**src/rtl/pipo_pingpong_ctrl.sv**
```systemverilog
// Ownership tracker for one ping-pong channel: hands out bank indices to producer
// and consumer, raises full/empty handshakes and keeps stall/error diagnostics.
module pipo_pingpong_ctrl #(
    parameter int NUM_BUF = 2,
    parameter int SEL_W   = 3,
    parameter int CNT_W   = 16
) (
    input  logic             ap_clk,
    input  logic             ap_rst_n,
    input  logic             i_write,
    output logic             i_full_n,
    output logic [SEL_W-1:0] i_buf_sel,
    input  logic             t_read,
    output logic             t_empty_n,
    output logic [SEL_W-1:0] t_buf_sel,
    output logic [SEL_W-1:0] occupancy,
    input  logic             stat_clr,
    output logic [CNT_W-1:0] prod_blk_cnt,
    output logic [CNT_W-1:0] cons_blk_cnt,
    output logic             err_ovf,
    output logic             err_udf
);

    typedef enum logic [1:0] {
        ST_EMPTY,
        ST_PARTIAL,
        ST_FULL
    } state_t;

    localparam logic [SEL_W-1:0] LAST_IDX = SEL_W'(NUM_BUF - 1);
    localparam logic [SEL_W-1:0] NUM_BANKS = SEL_W'(NUM_BUF);
    localparam logic [SEL_W-1:0] ONE = SEL_W'(1);
    localparam logic [CNT_W-1:0] CNT_MAX = {CNT_W{1'b1}};

    state_t           state;
    state_t           state_nxt;
    logic [SEL_W-1:0] wptr;
    logic [SEL_W-1:0] rptr;
    logic [SEL_W-1:0] count;
    logic [SEL_W-1:0] wptr_nxt;
    logic [SEL_W-1:0] rptr_nxt;
    logic [SEL_W-1:0] count_nxt;
    logic             wr_acc;
    logic             rd_acc;
    logic             prod_blocked;
    logic             cons_blocked;

    // Handshakes are judged against the registered flags the other side actually saw.
    assign wr_acc       = i_write & i_full_n;
    assign rd_acc       = t_read & t_empty_n;
    assign prod_blocked = ~i_full_n & ~t_read;
    assign cons_blocked = ~t_empty_n & ~i_write;

    always_comb begin
        wptr_nxt  = wptr;
        rptr_nxt  = rptr;
        count_nxt = count;
        state_nxt = state;

        if (wr_acc) begin
            wptr_nxt = (wptr == LAST_IDX) ? '0 : wptr + ONE;
        end
        if (rd_acc) begin
            rptr_nxt = (rptr == LAST_IDX) ? '0 : rptr + ONE;
        end

        case ({wr_acc, rd_acc})
            2'b10:   count_nxt = count + ONE;
            2'b01:   count_nxt = count - ONE;
            default: count_nxt = count;
        endcase

        case (state)
            ST_EMPTY: begin
                if (wr_acc && !rd_acc) begin
                    state_nxt = (count_nxt == NUM_BANKS) ? ST_FULL : ST_PARTIAL;
                end
            end
            ST_PARTIAL: begin
                if (count_nxt == NUM_BANKS) begin
                    state_nxt = ST_FULL;
                end else if (count_nxt == '0) begin
                    state_nxt = ST_EMPTY;
                end
            end
            ST_FULL: begin
                if (rd_acc && !wr_acc) begin
                    state_nxt = (count_nxt == '0) ? ST_EMPTY : ST_PARTIAL;
                end
            end
            default: state_nxt = ST_EMPTY;
        endcase
    end

    // Flags and selects are registered from next-state values so they settle one
    // cycle after the accepting edge, together.
    always_ff @(posedge ap_clk) begin
        if (!ap_rst_n) begin
            state     <= ST_EMPTY;
            wptr      <= '0;
            rptr      <= '0;
            count     <= '0;
            i_full_n  <= 1'b1;
            t_empty_n <= 1'b0;
            occupancy <= '0;
        end else begin
            state     <= state_nxt;
            wptr      <= wptr_nxt;
            rptr      <= rptr_nxt;
            count     <= count_nxt;
            i_full_n  <= (count_nxt != NUM_BANKS);
            t_empty_n <= (count_nxt != '0);
            occupancy <= count_nxt;
        end
    end

    assign i_buf_sel = wptr;
    assign t_buf_sel = rptr;

    // Diagnostics: stat_clr takes priority over any increment or error set that cycle.
    always_ff @(posedge ap_clk) begin
        if (!ap_rst_n) begin
            prod_blk_cnt <= '0;
            cons_blk_cnt <= '0;
            err_ovf      <= 1'b0;
            err_udf      <= 1'b0;
        end else if (stat_clr) begin
            prod_blk_cnt <= '0;
            cons_blk_cnt <= '0;
            err_ovf      <= 1'b0;
            err_udf      <= 1'b0;
        end else begin
            if (prod_blocked && prod_blk_cnt != CNT_MAX) begin
                prod_blk_cnt <= prod_blk_cnt + 1'b1;
            end
            if (cons_blocked && cons_blk_cnt != CNT_MAX) begin
                cons_blk_cnt <= cons_blk_cnt + 1'b1;
            end
            if (i_write && !i_full_n) begin
                err_ovf <= 1'b1;
            end
            if (t_read && !t_empty_n) begin
                err_udf <= 1'b1;
            end
        end
    end

endmodule

```
**config.mk**
```make
export PLATFORM = sky130hd
export DESIGN_NAME = pipo_pingpong_ctrl
export DESIGN_NICKNAME = d
export VERILOG_FILES = /design/src/rtl/pipo_pingpong_ctrl.sv
export SDC_FILE = /design/constraint.sdc
export NUM_CORES = 1
export LEC_CHECK = 0
export CAP_MARGIN = 10
export CORE_ASPECT_RATIO = 1.5
export CORE_MARGIN = 4
export CORE_UTILIZATION = 53
export DETAILED_ROUTE_END_ITERATION = 16
export MAX_ROUTING_LAYER = met4
export PLACE_DENSITY = 0.84
export SYNTH_ARGS = -nofsm -noshare
export SYNTH_HDL_FRONTEND = slang
export SYNTH_SLANG_ARGS = --single-unit
```
**constraint.sdc**
```tcl
create_clock -name ap_clk -period 3.7 [get_ports ap_clk]
set_input_delay 0.37 -clock ap_clk [delete_from_list [all_inputs] [get_ports ap_clk]]
set_output_delay 0.37 -clock ap_clk [all_outputs]
set_load 0.01 [all_outputs]
```
==> results of run 1 <==
[final timing paths]
kind,endpoint,start,cells after the start,slack (ps)
hold / removal,err_udf$_SDFFE_PP0P_,err_udf$_SDFFE_PP0P_,2,470
hold reg to reg,err_udf$_SDFFE_PP0P_,err_udf$_SDFFE_PP0P_,2,470
setup / recovery,t_empty_n$_SDFF_PN0_,t_read,8,1500
setup reg to reg,t_empty_n$_SDFF_PN0_,i_full_n$_SDFF_PN1_,7,1650
[metal layers]
layer,global-route usage,share of wire,wire (um)
met1,0.258,0.43,2220
met4,0.0847,0.013,65
met3,0.0462,0.038,195
met5,-,0,0
met2,0.357,0.52,2650
[worst reg2reg max path, delay by kind of cell, from the launching register on]
| kind | cells | cell delay, ps |
|---|---|---|
| adder cells (fa/ha/maj) | 2 | 650 |
| flip-flops | 1 | 570 |
| XOR/XNOR | 2 | 390 |
| AND/OR/NAND/NOR | 2 | 230 |
| AO/OA/AOI/OAI | 1 | 110 |
[power by group]
group	switching (uW)	total (uW)	internal (uW)
sequential	43.8	559	516
combinational	95.7	212	116
clock	173	392	220
[cells by family (layout without fill, tap and decap cells)]
logic type / Yosys count / in the layout
AOI/OAI and AO/OA: 60 / 60
muxes: 4 / 4
DFF: 45 / 45
buffers and inverters: 16 / 62
and+or+nand+nor: 118 / 118
xor gates and xnor gates: 7 / 7
adders and majority gates: 4 / 4
[synth_stat cells (2+ instances only)]
cell | instances | area [sq um]
dfxtp_1 | 45 | 901
a21oi_1 | 26 | 130
nor2_1 | 20 | 75.1
nand2_1 | 17 | 63.8
nand3_1 | 13 | 65.1
nand4_1 | 13 | 81.3
o21ai_0 | 12 | 60.1
clkbuf_1 | 11 | 41.3
and4_1 | 10 | 87.6
or3_1 | 10 | 62.6
o31ai_1 | 8 | 60.1
or4_1 | 7 | 52.6
nor3_1 | 5 | 25.0
a31oi_1 | 4 | 25.0
mux2i_1 | 4 | 40.0
xnor2_1 | 4 | 35.0
and3_1 | 3 | 18.8
ha_1 | 3 | 37.5
inv_1 | 3 | 11.3
nand2b_1 | 3 | 18.8
nor3b_1 | 3 | 22.5
xor2_1 | 3 | 26.3
and2_1 | 2 | 12.5
nand3b_1 | 2 | 15.0
nand4bb_1 | 2 | 22.5
o311ai_0 | 2 | 17.5
o41ai_1 | 2 | 17.5
[state kept, by name (all words and copies together) (netlist names)]
signal	count
err_ovf	1
t_buf_sel	3
i_full_n	1
cons_blk_cnt	16
count	3
t_empty_n	1
prod_blk_cnt	16
err_udf	1
i_buf_sel	3
[through the flow]
step	hold WS, ps	instance area [sq um]	total power [uW]	cells
after CTS	477	2810	1170	345
after detailed placement	458	2690	784	337
final	472	2810	1160	345
after floorplan	497	2180	690	254
after global routing	509	2810	1220	345
after global placement	452	2690	778	337
[area by class of cell]
type	count	area, sq um
inverter	4	15.0
timing repair buffer	50	498
clock inverter	2	37.5
tap	45	56.3
fill	335	1150
clock buffer	6	82.6
multi-input combinational	193	1220
sequential	45	901
==> results_tabular.tex, run 1 <==
\begin{tabular}{lr}
\hline
Metric & Value \\
\hline
\multicolumn{2}{l}{\textbf{Status}} \\
\quad Run status & complete, no violations \\
\multicolumn{2}{l}{\textbf{Timing}} \\
\quad Sum of negative setup slack & 0 ps \\
\quad Final setup vio count & 0 \\
\quad Count of final hold-check violations & 0 \\
\quad Crit path setup slack, layout & 1500 ps \\
\quad Worst slew slack as a fraction of its limit & 0.461 \\
\quad Worst Tran Pin Value & 807 ps \\
\quad Max-slew violation total from the final report & 0 \\
\quad Fmax & 454 MHz \\
\quad Fin crit period & 2200 ps \\
\quad Post-route fraction of the period consumed by the critical path & 0.595 \\
\quad Unrepaired setup endpoints after global routing & no \\
\quad Worst setup skew after layout & 7.21 ps \\
\multicolumn{2}{l}{\textbf{Routing}} \\
\quad Initial DRC count & 114 \\
\quad Detailed-routing iteration count for the pre-antenna-repair pass & 4 \\
\quad Count of vias placed by the detailed router & 2120 \\
\quad Average wire length per cell after detail routing & 14.9 um \\
\quad Post-route ant nets & 0 \\
\quad \# DRC & 0 \\
\quad Avg Vias per Cell & 6.14 \\
\quad Detailed Route WL & 5130 um \\
\multicolumn{2}{l}{\textbf{Layout}} \\
\quad Layout cell share with drive strength beyond 1 & 0.0533 \\
\quad Area added between synthesis and finish & 28.8\% \\
\quad Leading cell type in the layout, fill and taps excluded & clkdlybuf4s50\_1 \\
\quad Utilization of the core after routing & 0.709 \\
\quad Number of nets in the finished design & 308 \\
\quad Highest-count cells in the layout ignoring fill and taps & clkdlybuf4s50\_1 (49), dfxtp\_1 (45), a21oi\_1 (26) \\
\quad \# diodes & 0 \\
\multicolumn{2}{l}{\textbf{Critical path}} \\
\quad Most frequent cell on the critical path & xnor2\_1 \\
\quad Crit path largest cell delay & 550 ps \\
\quad Number of buffer and inverter stages on the critical path & 1 \\
\quad Required time at the worst-slack endpoint & 3890 ps \\
\quad List of cells traversed by the critical path & clkdlybuf4s50\_1 -> and2\_2 -> ha\_1 -> fa\_1 -> xnor2\_1 -> nor2\_1 -> xnor2\_1 -> o21ai\_0 \\
\quad Arrival time reported for the critical path endpoint & 2390 ps \\
\quad Critical Setup Path Class & input pin to flop \\
\quad Slowest cell on the critical path & clkdlybuf4s50\_1 \\
\quad Crit path capture type & flop \\
\quad Startpoint type of the worst setup path & input pin \\
\quad Critical path peak fanout & 10 \\
\quad Delay-heaviest family, CP & adder cells \\
\multicolumn{2}{l}{\textbf{Floorplan}} \\
\quad I/O pin total & 50 \\
\quad Row Count & 28 \\
\quad Die footprint & 5220 sq um \\
\quad Area of the placeable core & 3960 sq um \\
\quad Starting utilization of the core area & 0.550 \\
\quad Die Span X & 60.3 um \\
\quad Overall die height & 86.5 um \\
\multicolumn{2}{l}{\textbf{Yosys}} \\
\quad Fraction of the mapped netlist area in compound gates & 0.167 \\
\quad Register bit count reported by yosys & 45 \\
\quad Number of distinct library cell variants in the gate-level netlist after synthesis & 44 \\
\quad Mux share of post-synthesis cell area & 0.0184 \\
\quad Most instantiated flip-flop cell in the synthesis netlist & dfxtp\_1 \\
\quad Netlist Area Pre-Place & 2180 sq um \\
\quad Net Count, Synth & 263 \\
\quad Proportion of synthesized chip area in sequential cells & 0.414 \\
\quad Adder-cell area share of the yosys netlist & 0.0264 \\
\quad Post-synthesis simple-gate area fraction & 0.318 \\
\quad Largest family of logic cells by synthesized area & simple AND/OR/NAND/NOR gates \\
\quad Count of flip-flops with a built-in enable after synthesis & 0 \\
\quad Share of flip-flops with an asynchronous set or reset after synthesis & 0 \\
\quad Cell count after synthesis & 254 \\
\quad Average footprint of a synthesized cell & 8.58 sq um \\
\quad Xor/xnor cell area share of the yosys netlist & 0.0281 \\
\quad Number of warnings printed during yosys synthesis & 0 \\
\multicolumn{2}{l}{\textbf{Placement}} \\
\quad Pre-CTS worst setup slack & 1160 ps \\
\quad Global placement routability congestion & 0.888 \\
\quad Final HPWL from detailed placement & 3730 um \\
\quad Buffers on Ports & 49 \\
\multicolumn{2}{l}{\textbf{Power}} \\
\quad Total power divided by cell area & 415 nW/um\^{}2 \\
\quad Maximum vdd ir drop & 0.435 mV \\
\quad Static Leakage & 0.000931 uW \\
\multicolumn{2}{l}{\textbf{Clock tree}} \\
\quad Clock-pin slew of the registers on the worst-case setup and hold paths & 90 ps \\
\quad TritonCTS buffer count & 5 \\
\quad Maximum buffer depth of the clock tree & 2 \\
\quad Clk Latency, worst-skew pair & 300 ps \\
\quad Number of post-CTS setup repair buffers & 0 \\
\quad Number of H-tree levels & 2 \\
\quad Clock Tree Root & clkbuf\_8 \\
\quad Post-CTS Hold Fix Bufs & 0 \\
\quad CTS tree & done \\
\quad Post-cts sizing count & 0 \\
\quad Total number of clock tree sinks & 45 \\
\multicolumn{2}{l}{\textbf{Global routing}} \\
\quad Initial antenna violation count & 0 \\
\quad Total grt overflow & 0 \\
\quad Overall track demand over capacity in global routing & 0.219 \\
\quad Global-route wire length before repair & 8650 um \\
\quad Pin count of the biggest net entering global routing & 31 \\
\quad Number of global-route vias before repair & 1943 \\
\multicolumn{2}{l}{\textbf{Min path}} \\
\quad Tightest Hold Check Type & flop to flop \\
\multicolumn{2}{l}{\textbf{Flow run}} \\
\quad Max-cap violation count & 0 \\
\hline
\end{tabular}
(Power assumes the default switching activity.)
==> inputs of run 2 (changes only) <==
Settings changed: CORE_UTILIZATION 53 to 50, PLACE_DENSITY 0.84 to 0.8.
Clock period 3.7 ns to 2.1 ns, I/O delays scaled along.
==> run 2 against run 1 <==
  * Clock-buffer cell count down 1
  * Hold slack better by 24 ps
  * Routed wire length up 5.8%
  * Critical path type is now flop to flop
  * Via count up 4.4%
  * Largest cell class unchanged
  * Critical endpoint is now i_full_n$_SDFF_PN1_
  * First-iteration DRC count down 4.4%
  * Combinational power up 97%
==> results_tabular.tex, run 2 (synthesized netlist as in run 1, its figures left out) <==
\begin{tabular}{lr}
\hline
Metric & Value \\
\hline
\multicolumn{2}{l}{\textbf{Status}} \\
\quad Run status & complete, no violations (unchanged) \\
\multicolumn{2}{l}{\textbf{Timing}} \\
\quad Worst setup skew after layout & 6.61 ps (was 7.21 ps) \\
\quad Max-slew violation total from the final report & 0 (unchanged) \\
\quad Final setup vio count & 0 (unchanged) \\
\quad Unrepaired setup endpoints after global routing & no (unchanged) \\
\quad Worst Tran Pin Value & 432 ps (was 807 ps) \\
\quad Crit path setup slack, layout & 159 ps (was 1500 ps) \\
\quad Count of final hold-check violations & 0 (unchanged) \\
\quad Post-route fraction of the period consumed by the critical path & 0.924 \\
\quad Worst Hold Slack & 496 ps (was 472 ps) \\
\quad Fin crit period & 1940 ps \\
\quad Fmax & 515 MHz \\
\quad Worst slew slack as a fraction of its limit & 0.710 (was 0.461) \\
\multicolumn{2}{l}{\textbf{Clock tree}} \\
\quad Post-CTS Hold Fix Bufs & 0 (unchanged) \\
\quad Total number of clock tree sinks & 45 (unchanged) \\
\quad Number of post-CTS setup repair buffers & 0 (unchanged) \\
\quad Clk Latency, worst-skew pair & 310 ps (was 300 ps) \\
\quad TritonCTS buffer count & 5 (unchanged) \\
\quad CTS tree & done (unchanged) \\
\quad Post-cts sizing count & 0 (unchanged) \\
\quad Clock-pin slew of the registers on the worst-case setup and hold paths & 80 ps (was 90 ps) \\
\quad Clock Tree Root & clkbuf\_8 (unchanged) \\
\quad Number of H-tree levels & 2 (unchanged) \\
\quad Maximum buffer depth of the clock tree & 2 (unchanged) \\
\multicolumn{2}{l}{\textbf{Flow run}} \\
\quad Max-cap violation count & 0 (unchanged) \\
\multicolumn{2}{l}{\textbf{Global routing}} \\
\quad Total grt overflow & 0 (unchanged) \\
\quad Gr busiest metal & met2 (unchanged) \\
\quad Met3 usage & 0.0599 (was 0.0462) \\
\quad Met1 track utilization from global routing & 0.269 (was 0.258) \\
\quad Global-route wire length before repair & 9230 um (was 8650 um) \\
\quad Initial antenna violation count & 0 (unchanged) \\
\quad Overall track demand over capacity in global routing & 0.226 (was 0.219) \\
\quad Number of global-route vias before repair & 2060 (was 1943) \\
\quad Pin count of the biggest net entering global routing & 15 (was 31) \\
\quad Met2 GRT Util & 0.362 (was 0.357) \\
\multicolumn{2}{l}{\textbf{Routing}} \\
\quad \# DRC & 0 (unchanged) \\
\quad Count of vias placed by the detailed router & 2214 (was 2120) \\
\quad Post-route ant nets & 0 (unchanged) \\
\quad Initial DRC count & 109 (was 114) \\
\quad Detailed Route WL & 5430 um (was 5130 um) \\
\quad Average wire length per cell after detail routing & 14.9 um (about the same) \\
\quad Avg Vias per Cell & 6.08 (was 6.14) \\
\quad Detailed-routing iteration count for the pre-antenna-repair pass & 4 (unchanged) \\
\multicolumn{2}{l}{\textbf{Critical path}} \\
\quad Most frequent cell on the critical path & xnor2\_1 (unchanged) \\
\quad Source of the critical timing path & i\_full\_n\$\_SDFF\_PN1\_ (was t\_read) \\
\quad Startpoint type of the worst setup path & flop (was input pin) \\
\quad Arrival time reported for the critical path endpoint & 2130 ps (was 2390 ps) \\
\quad Critical Setup Path Class & flop to flop (was input pin to flop) \\
\quad Crit path capture type & flop (unchanged) \\
\quad Slowest cell on the critical path & dfxtp\_1 (was clkdlybuf4s50\_1) \\
\quad Critical path peak fanout & 9 (was 10) \\
\quad Required time at the worst-slack endpoint & 2290 ps (was 3890 ps) \\
\quad List of cells traversed by the critical path & nand2\_1 -> ha\_1 -> fa\_1 -> xnor2\_1 -> nor2\_1 -> xnor2\_1 -> nand3b\_1 (was clkdlybuf4s50\_1 -> and2\_2 -> ha\_1 -> fa\_1 -> xnor2\_1 -> nor2\_1 -> xnor2\_1 -> o21ai\_0) \\
\quad Crit path largest cell delay & 540 ps (was 550 ps) \\
\quad Delay-heaviest family, CP & adder cells (unchanged) \\
\quad FF-to-FF Start & i\_full\_n\$\_SDFF\_PN1\_ (unchanged) \\
\quad Number of buffer and inverter stages on the critical path & 0 (was 1) \\
\multicolumn{2}{l}{\textbf{Floorplan}} \\
\quad Overall die height & 88.8 um (was 86.5 um) \\
\quad Row Count & 29 (was 28) \\
\quad Die Span X & 61.9 um (was 60.3 um) \\
\quad Starting utilization of the core area & 0.518 (was 0.550) \\
\quad Die footprint & 5500 sq um (was 5220 sq um) \\
\quad Area of the placeable core & 4210 sq um (was 3960 sq um) \\
\quad I/O pin total & 50 (unchanged) \\
\multicolumn{2}{l}{\textbf{Layout}} \\
\quad Leading cell type in the layout, fill and taps excluded & clkdlybuf4s50\_1 (unchanged) \\
\quad \# diodes & 0 (unchanged) \\
\quad Highest-count cells in the layout ignoring fill and taps & clkdlybuf4s50\_1 (49), dfxtp\_1 (45), a21oi\_1 (26) (unchanged) \\
\quad Registers with the highest flip-flop counts & cons\_blk\_cnt x16, prod\_blk\_cnt x16 (unchanged) \\
\quad Layout cell share with drive strength beyond 1 & 0.113 (was 0.0533) \\
\quad Number of nets in the finished design & 326 (was 308) \\
\quad Area added between synthesis and finish & 36.3\% (was 28.8\%) \\
\multicolumn{2}{l}{\textbf{Power}} \\
\quad Total power divided by cell area & 735 nW/um\^{}2 (was 415 nW/um\^{}2) \\
\quad Maximum vdd ir drop & 0.784 mV (was 0.435 mV) \\
\quad Static Leakage & 0.00103 uW (was 0.000931 uW) \\
\multicolumn{2}{l}{\textbf{Placement}} \\
\quad Global placement routability congestion & 0.855 (was 0.888) \\
\quad Buffers on Ports & 49 (unchanged) \\
\quad Pre-CTS worst setup slack & -46.6 ps (was 1160 ps) \\
\quad Final HPWL from detailed placement & 3960 um (was 3730 um) \\
\multicolumn{2}{l}{\textbf{Min path}} \\
\quad Tightest Hold Check Type & flop to flop (unchanged) \\
\quad Worst hold path startpoint & err\_ovf\$\_SDFFE\_PP0P\_ (was err\_udf\$\_SDFFE\_PP0P\_) \\
\hline
\end{tabular}
==> run 2: path summary, 6_finish.rpt <==
kind / end / slack [ps] / cells past startpoint
worst max register to register: i_full_n$_SDFF_PN1_ / 160 / 7
worst max-delay path: i_full_n$_SDFF_PN1_ / 160 / 7
worst min-delay path: err_ovf$_SDFFE_PP0P_ / 500 / 2
worst min register to register: err_ovf$_SDFFE_PP0P_ / 500 / 2
==> run 2: stage by stage <==
step	TNS (ps)	utilization	instances	cell area (sq um)	power, uW
2_1_floorplan	0	-	254	2180	1220
5_1_grt	0	0.705	364	2970	2290
3_3_place_gp	-7.36	0.671	356	2820	1410
3_5_place_dp	-115	0.671	356	2820	1420
6_report	0	0.705	364	2970	2180
4_1_cts	0	0.702	364	2960	2200
==> run 2: worst register-to-register path, stage by stage (launching register included) <==
cell,delay [ps]
dfxtp_1,540
nand2_1,130
ha_1,250
fa_1,380
xnor2_1,150
nor2_1,70
xnor2_1,220
nand3b_1,100
==> run 2: metal layers <==
layer	wire, um	vias to the layer above
met5	0	-
met3	242	10
li1	-	1089
met2	2800	52
met1	2280	1063
met4	103	0
==> run 2: final cells by class <==
class                   instances  area, sq um
flip-flops and latches         45          901
clock buffers                   5         68.8
repair buffers                 68          633
fillers                       344         1240
multi-input cells             193         1230
inverters                       4         15.0
well taps                      46         57.6
clock inverters                 3         65.1
==> run 2: power by group <==
part / switching (uW) / internal (uW) / total [uW] / leakage, uW
Clock: 307 / 473 / 779 / 0.0000681
Combinational: 180 / 237 / 417 / 0.000597
Sequential: 78.0 / 908 / 986 / 0.000364
==> inputs of run 3 (changes only) <==
Settings changed: SKIP_CTS_REPAIR_TIMING from default to 1.
==> results of run 3 <==
Same layout as run 2: the final DEF is identical, and so are final timing and power.
